**src/rtl/fpu_issue_if.sv**
```systemverilog
// ID-stage <-> FPU issue bundle: request, FPU pipeline status, issue command.
// master drives the request/status side, slave is fpu_issue_ctrl.
interface fpu_issue_if #(
  parameter int DW = 32
);
  logic          id_fpop;
  logic [2:0]    id_fc;
  logic          id_wf;
  logic [4:0]    id_fs;
  logic [4:0]    id_ft;
  logic [4:0]    id_fd;
  logic          ext_stall;
  logic [4:0]    e1n, e2n, e3n, wn;
  logic          e1w, e2w, e3w, ww;
  logic [DW-1:0] ed;
  logic [DW-1:0] wd;
  logic          st_ds;
  logic [DW-1:0] a;
  logic [DW-1:0] b;
  logic [4:0]    fd;
  logic [2:0]    fc;
  logic          wf;
  logic          ein1;
  logic          ein2;
  logic          stall_id;

  modport master (
    output id_fpop, id_fc, id_wf, id_fs, id_ft, id_fd,
    output ext_stall, e1n, e2n, e3n, wn,
    output e1w, e2w, e3w, ww, ed, wd, st_ds,
    input  a, b, fd, fc, wf, ein1, ein2, stall_id
  );

  modport slave (
    input  id_fpop, id_fc, id_wf, id_fs, id_ft, id_fd,
    input  ext_stall, e1n, e2n, e3n, wn,
    input  e1w, e2w, e3w, ww, ed, wd, st_ds,
    output a, b, fd, fc, wf, ein1, ein2, stall_id
  );
endinterface

```
**src/rtl/fpu_issue_ctrl.sv**
```systemverilog
// FPU issue control: FP regfile, E3/W forwarding, E1/E2 RAW stall, div/sqrt FSM.
// Define FPU_STALL_CNT_EN to add the stall_cnt stall-cycle counter port.
module fpu_issue_ctrl #(
  parameter int NREG = 32,
  parameter int DW   = 32
) (
  input  logic        clk,
  input  logic        clrn,
`ifdef FPU_STALL_CNT_EN
  output logic [31:0] stall_cnt,
`endif
  fpu_issue_if.slave  io
);

  typedef enum logic [1:0] {
    IDLE  = 2'd0,
    WAIT  = 2'd1,
    DRAIN = 2'd2
  } state_t;

  logic [DW-1:0] rf [NREG];
  logic [DW-1:0] opd_s;
  logic [DW-1:0] opd_t;
  logic          haz_s;
  logic          haz_t;
  logic          ft_chk;
  logic          raw;
  state_t        state;
  state_t        state_n;

  always_ff @(posedge clk or negedge clrn) begin
    if (!clrn) begin
      for (int i = 0; i < NREG; i++) begin
        rf[i] <= '0;
      end
    end else if (io.ww) begin
      rf[io.wn] <= io.wd;
    end
  end

  // E1/E2 results are not ready yet; E3 and W can be forwarded.
  always_comb begin
    haz_s = 1'b0;
    opd_s = rf[io.id_fs];
    if (io.e1w && io.e1n == io.id_fs) begin
      haz_s = 1'b1;
    end else if (io.e2w && io.e2n == io.id_fs) begin
      haz_s = 1'b1;
    end else if (io.e3w && io.e3n == io.id_fs) begin
      opd_s = io.ed;
    end else if (io.ww && io.wn == io.id_fs) begin
      opd_s = io.wd;
    end
  end

  always_comb begin
    haz_t = 1'b0;
    opd_t = rf[io.id_ft];
    if (io.e1w && io.e1n == io.id_ft) begin
      haz_t = 1'b1;
    end else if (io.e2w && io.e2n == io.id_ft) begin
      haz_t = 1'b1;
    end else if (io.e3w && io.e3n == io.id_ft) begin
      opd_t = io.ed;
    end else if (io.ww && io.wn == io.id_ft) begin
      opd_t = io.wd;
    end
  end

  assign ft_chk = (io.id_fc[2:1] != 2'b11);
  assign raw    = io.id_fpop & (haz_s | (haz_t & ft_chk));

  always_ff @(posedge clk or negedge clrn) begin
    if (!clrn) begin
      state <= IDLE;
    end else begin
      state <= state_n;
    end
  end

  always_comb begin
    state_n = state;
    if (!io.ext_stall) begin
      unique case (state)
        IDLE:    if (io.st_ds) state_n = WAIT;
        WAIT:    if (!io.st_ds) state_n = DRAIN;
        DRAIN:   state_n = IDLE;
        default: state_n = IDLE;
      endcase
    end
  end

  // WAIT masks short st_ds dips; DRAIN ignores st_ds entirely.
  always_comb begin
    io.a     = opd_s;
    io.b     = opd_t;
    io.fd    = io.id_fd;
    io.fc    = io.id_fc;
    io.wf    = io.id_wf & io.id_fpop;
    io.ein1  = ~io.ext_stall;
    io.ein2  = ~raw;
    unique case (state)
      WAIT:    io.stall_id = 1'b1;
      DRAIN:   io.stall_id = raw | io.ext_stall;
      default: io.stall_id = raw | io.st_ds | io.ext_stall;
    endcase
  end

`ifdef FPU_STALL_CNT_EN
  always_ff @(posedge clk or negedge clrn) begin
    if (!clrn) begin
      stall_cnt <= '0;
    end else if (!io.ext_stall && (raw || io.st_ds)) begin
      stall_cnt <= stall_cnt + 32'd1;
    end
  end
`endif

endmodule
```
**src/flat_wrapper.sv**
```systemverilog
// flat-port wrapper written by rule: the top's interface ports become plain ports
module fpu_issue_ctrl_flat 
#(
  parameter int NREG = 32,
  parameter int DW   = 32
)
  (clk, clrn, io_id_fpop, io_id_fc, io_id_wf, io_id_fs, io_id_ft, io_id_fd, io_ext_stall, io_e1n, io_e2n, io_e3n, io_wn, io_e1w, io_e2w, io_e3w, io_ww, io_ed, io_wd, io_st_ds, io_a, io_b, io_fd, io_fc, io_wf, io_ein1, io_ein2, io_stall_id);
  fpu_issue_if #(.DW(DW)) io_i ();
  input  logic clk;
  input  logic clrn;
  input wire logic [$bits(io_i.id_fpop)-1:0] io_id_fpop;
  input wire logic [$bits(io_i.id_fc)-1:0] io_id_fc;
  input wire logic [$bits(io_i.id_wf)-1:0] io_id_wf;
  input wire logic [$bits(io_i.id_fs)-1:0] io_id_fs;
  input wire logic [$bits(io_i.id_ft)-1:0] io_id_ft;
  input wire logic [$bits(io_i.id_fd)-1:0] io_id_fd;
  input wire logic [$bits(io_i.ext_stall)-1:0] io_ext_stall;
  input wire logic [$bits(io_i.e1n)-1:0] io_e1n;
  input wire logic [$bits(io_i.e2n)-1:0] io_e2n;
  input wire logic [$bits(io_i.e3n)-1:0] io_e3n;
  input wire logic [$bits(io_i.wn)-1:0] io_wn;
  input wire logic [$bits(io_i.e1w)-1:0] io_e1w;
  input wire logic [$bits(io_i.e2w)-1:0] io_e2w;
  input wire logic [$bits(io_i.e3w)-1:0] io_e3w;
  input wire logic [$bits(io_i.ww)-1:0] io_ww;
  input wire logic [$bits(io_i.ed)-1:0] io_ed;
  input wire logic [$bits(io_i.wd)-1:0] io_wd;
  input wire logic [$bits(io_i.st_ds)-1:0] io_st_ds;
  output wire logic [$bits(io_i.a)-1:0] io_a;
  output wire logic [$bits(io_i.b)-1:0] io_b;
  output wire logic [$bits(io_i.fd)-1:0] io_fd;
  output wire logic [$bits(io_i.fc)-1:0] io_fc;
  output wire logic [$bits(io_i.wf)-1:0] io_wf;
  output wire logic [$bits(io_i.ein1)-1:0] io_ein1;
  output wire logic [$bits(io_i.ein2)-1:0] io_ein2;
  output wire logic [$bits(io_i.stall_id)-1:0] io_stall_id;
  assign io_i.id_fpop = io_id_fpop;
  assign io_i.id_fc = io_id_fc;
  assign io_i.id_wf = io_id_wf;
  assign io_i.id_fs = io_id_fs;
  assign io_i.id_ft = io_id_ft;
  assign io_i.id_fd = io_id_fd;
  assign io_i.ext_stall = io_ext_stall;
  assign io_i.e1n = io_e1n;
  assign io_i.e2n = io_e2n;
  assign io_i.e3n = io_e3n;
  assign io_i.wn = io_wn;
  assign io_i.e1w = io_e1w;
  assign io_i.e2w = io_e2w;
  assign io_i.e3w = io_e3w;
  assign io_i.ww = io_ww;
  assign io_i.ed = io_ed;
  assign io_i.wd = io_wd;
  assign io_i.st_ds = io_st_ds;
  assign io_a = io_i.a;
  assign io_b = io_i.b;
  assign io_fd = io_i.fd;
  assign io_fc = io_i.fc;
  assign io_wf = io_i.wf;
  assign io_ein1 = io_i.ein1;
  assign io_ein2 = io_i.ein2;
  assign io_stall_id = io_i.stall_id;
  fpu_issue_ctrl #(.NREG(NREG), .DW(DW)) u_core (.clk(clk), .clrn(clrn), .io(io_i));
endmodule
```
**config.mk**
```make
export PLATFORM = sky130hd
export DESIGN_NAME = fpu_issue_ctrl_flat
export DESIGN_NICKNAME = d
export VERILOG_FILES = /design/src/rtl/fpu_issue_if.sv /design/src/rtl/fpu_issue_ctrl.sv /design/src/flat_wrapper.sv
export SDC_FILE = /design/constraint.sdc
export NUM_CORES = 2
export LEC_CHECK = 0
export ABC_CLOCK_PERIOD_IN_PS = 5100
export BUFFER_PORTS_ARGS = -buffer_cell sky130_fd_sc_hd__buf_2
export CAP_MARGIN = 20
export CORE_AREA = 8 8 329 331
export CTS_CLUSTER_DIAMETER = 120
export CTS_CLUSTER_SIZE = 16
export DETAILED_ROUTE_END_ITERATION = 10
export DIE_AREA = 0 0 337 339
export GPL_TIMING_DRIVEN = 0
export PLACE_DENSITY = 0.79
export SYNTH_ARGS = -nofsm -noshare
export SYNTH_HDL_FRONTEND = slang
export SYNTH_SLANG_ARGS = --single-unit
```
**constraint.sdc**
```tcl
create_clock -name clk -period 5.1 [get_ports clk]
set_clock_uncertainty 0.05 [all_clocks]
set_input_delay 0.255 -clock clk [delete_from_list [all_inputs] [get_ports clk]]
set_output_delay 0.255 -clock clk [all_outputs]
set_load 0.005 [all_outputs]
```
==> summary.txt <==
Worst setup path
  • CP Class: input pin to primary output
  • Worst setup EP type: primary output
  • Slowest cell on the critical path: nand2_1
  • Slowest Stage Delay on Critical Path: 0.91 ns
  • CP Max Fanout: 10
  • Required time of the critical path: 4.80 ns
  • Arrival @ worst endpoint: 4.65 ns
  • Startpoint types: input pin
  • Most used cell, CP: buf_2
  • Worst path cell trace: buf_2, xnor2_1, nand2_1, or2_1, clkbuf_1, a21oi_2, buf_2, o32ai_1, buf_2

STA
  • Least-Margin Pin Slew: 1.28 ns
  • Slew margin rel.: 0.147
  • Unrepaired setup endpoints after global routing: false
  • # setup viols final: 0
  • Final period utilization: 0.971
  • Slew Limit Fails: 0
  • Hold Fails Final Rpt: 0
  • Post-Route Setup TNS: 0 ns
  • Fmax: 202 MHz
  • Fin crit period: 4.95 ns

Clock network
  • Clk Latency, worst-skew pair: 0.64 ns
  • CTS sink count: 1026
  • Root Driver: clkbuf_16
  • Num CTS Buffers: 74
  • Worst-path clk slew: 0.07 ns
  • CTS-repair resized insts: 0
  • H-tree depth: 3
  • CTS tree: done
  • Clock Path Buffers: 3

Logic synthesis
  • Syn nets: 3995
  • Sequential-to-total area share from yosys stat: 0.458
  • Yosys reg bits: 1026
  • Synth Instances: 3883
  • Asr flop ratio synth: 1.00
  • Post-synthesis cell area: 56100 sq um
  • Cell variety after synth: 45
  • Synth Warn #: 0
  • Syn Area/Cell: 14.4 sq um
  • Post-synth EDFFs: 0
  • Top FF cell, synth: dfrtp_1

Detailed routing
  • Post-route ant nets: 0
  • DR pass1 iterations: 6
  • DR vias: 40.1k
  • Final wirelength: 186 mm
  • Vias/cell: 7.17
  • DRC: 0
  • DRT iter0 DRCs: 5477
  • Wire length per cell: 33.3 microns

Pwr
  • Leak: 0.0266 uW
  • VDD IR-drop max: 0.245 mV
  • Cell Pwr Density: 356 nW/um^2
  • Design Power: 21800 uW

Global route
  • Number of global-route vias before repair: 40.6k
  • First-pass GRT wire length: 271 mm
  • Largest net degree at the start of global routing: 165
  • Initial antenna violation count: 16
  • Total grt overflow: 0
  • Global Route Usage Sum: 0.320

Outcome
  • Status: finished, final reports clean

Placement
  • Post-DP HPWL: 132 mm
  • PortBufs: 165
  • GPL Wtd Cong: 0.992

Finish
  • Share of cells above drive strength 1: 0.463
  • Nets: 4286
  • Fill count: 7775
  • P&R area growth vs syn: 9.36%

Die
  • I/O Pins: 188
  • Row cnt: 118
  • Starting density of the core: 0.545
  • Die X: 337 microns
  • Die ar.: 114000 sq um
  • Vert. Die Dim: 339 microns
  • Core Region: 103000 sq um

Flow run
  • Max-Cap Viols: 0

Worst hold path
  • Worst hold path class: input pin to async pin
-- state kept, by name, summed over array words and instances (netlist names) --
register	flops
u_core.rf	1024
u_core.state	2
-- synthesized netlist by cell type, types with 3 or more instances --
library cell / instances / area share
mux2i_1: 128 / 0.023
buf_4: 64 / 0.0086
xnor2_1: 35 / 0.0055
and2_1: 3 / 0.00033
nand3b_1: 6 / 0.00080
nand4_1: 8 / 0.00089
o21ai_0: 3 / 0.00027
o32ai_1: 64 / 0.010
a211o_1: 64 / 0.010
buf_2: 126 / 0.011
nor3b_1: 4 / 0.00054
a31oi_1: 64 / 0.0071
mux2_1: 8 / 0.0016
o22ai_1: 64 / 0.0071
nor3_1: 66 / 0.0059
clkbuf_2: 4 / 0.00036
mux4_2: 448 / 0.18
mux2_2: 1016 / 0.20
dfrtp_1: 1026 / 0.46
inv_1: 35 / 0.0023
nor2b_1: 4 / 0.00045
nor2_2: 4 / 0.00045
nand3_1: 3 / 0.00027
buf_1: 51 / 0.0034
buf_6: 3 / 0.00060
nor2_1: 81 / 0.0054
and3_1: 65 / 0.0072
a22o_1: 64 / 0.010
nand2_1: 26 / 0.0017
clkbuf_1: 196 / 0.013
a22oi_1: 128 / 0.017
xor2_1: 4 / 0.00062
-- final timing paths --
kind / start / end / slack (ns) / depth (start not counted)
hold reg to reg: u_core.rf[628] / u_core.rf[628] / 0.47 / 1
hold / removal: clrn / u_core.rf[891] / 0.15 / 2
setup reg to reg: u_core.state[1] / u_core.state[0] / 3.70 / 4
max in group asynchronous: clrn / u_core.rf[216] / 2.81 / 4
min in group clk: io_wn[3] / u_core.rf[96] / 0.32 / 4
setup / recovery: io_id_fs[1] / io_a[6] / 0.15 / 9
-- power by group --
part | internal [uW] | switching [uW]
clock | 2690 | 2950
sequential | 9720 | 1180
combinational | 3010 | 2270
-- repair_timing --
action                    4_1_cts  5_1_grt
buffers inserted                0        0
hold endpoints to repair      211        0
hold buffers                   36        0
-- critical path: cells and delay by family --
kind,cells,cell delay [ns]
xor+xnor,1,0.14
compound gates,2,1.45
simple gates,2,1.12
buf+inv,4,1.66
-- layout by cell type, fill, tap and decap left out, types with 65 or more instances in the layout --
cell type and n:
dfrtp_1 1026, mux2_2 1016, mux4_2 448, buf_2 290, clkbuf_1 196, mux2i_1 128
a22oi_1 128, nor2_1 79, clkbuf_16 77, and3_1 65, nor3_1 65
-- metrics by stage --
stage / utilization / hold slack (ns) / cell area (sq um) / cells / setup WS [ns]
2_1_floorplan: - / -0.0906 / 56100 / 3883 / 3.08
4_1_cts: 0.595 / 0.222 / 61200 / 5555 / 0.523
5_1_grt: 0.596 / 0.252 / 61300 / 5562 / 0.612
3_3_place_gp: 0.570 / 0.430 / 58700 / 5428 / -18.38
3_5_place_dp: 0.572 / 0.299 / 58900 / 5439 / 0.537
6_report: 0.596 / 0.151 / 61400 / 5589 / 0.146
-- routing by layer --
layer / vias up / part of all wire / GRT usage / wire [microns]
met1: 20900 / 0.35 / 0.401 / 65900
met3: 681 / 0.12 / 0.0986 / 22300
li1: 15700 / - / - / -
met4: 10 / 0.072 / 0.205 / 13400
met2: 2882 / 0.45 / 0.482 / 84200
met5: - / 0.00098 / 0 / 183
-- logic make-up (layout without fill, tap and decap cells) --
family,count (synthesis),after routing,synth area share
mux,1600,1600,0.408
xor+xnor,40,40,0.00638
fa+ha+maj,1,1,0.000178
flops,1026,1026,0.458
buf+inv,479,774,0.0396
simple gates,281,281,0.0255
other cells,0,31,0
compound gates,456,456,0.0625
-- final cells by class --
cell class,instances,area (sq um),area share
Antenna cell,31,77.6,0.00126
Tap cell,1380,1730,0.0281
Buffer,444,2090,0.0341
Multi-Input combinational cell,2378,28200,0.460
Timing Repair Buffer,215,1480,0.0240
Sequential cell,1026,25700,0.418
Clock inverter,3,33.8,0.000551
Inverter,35,131,0.00214
Clock buffer,77,1930,0.0314
Power figures use the tool's default switching activity.
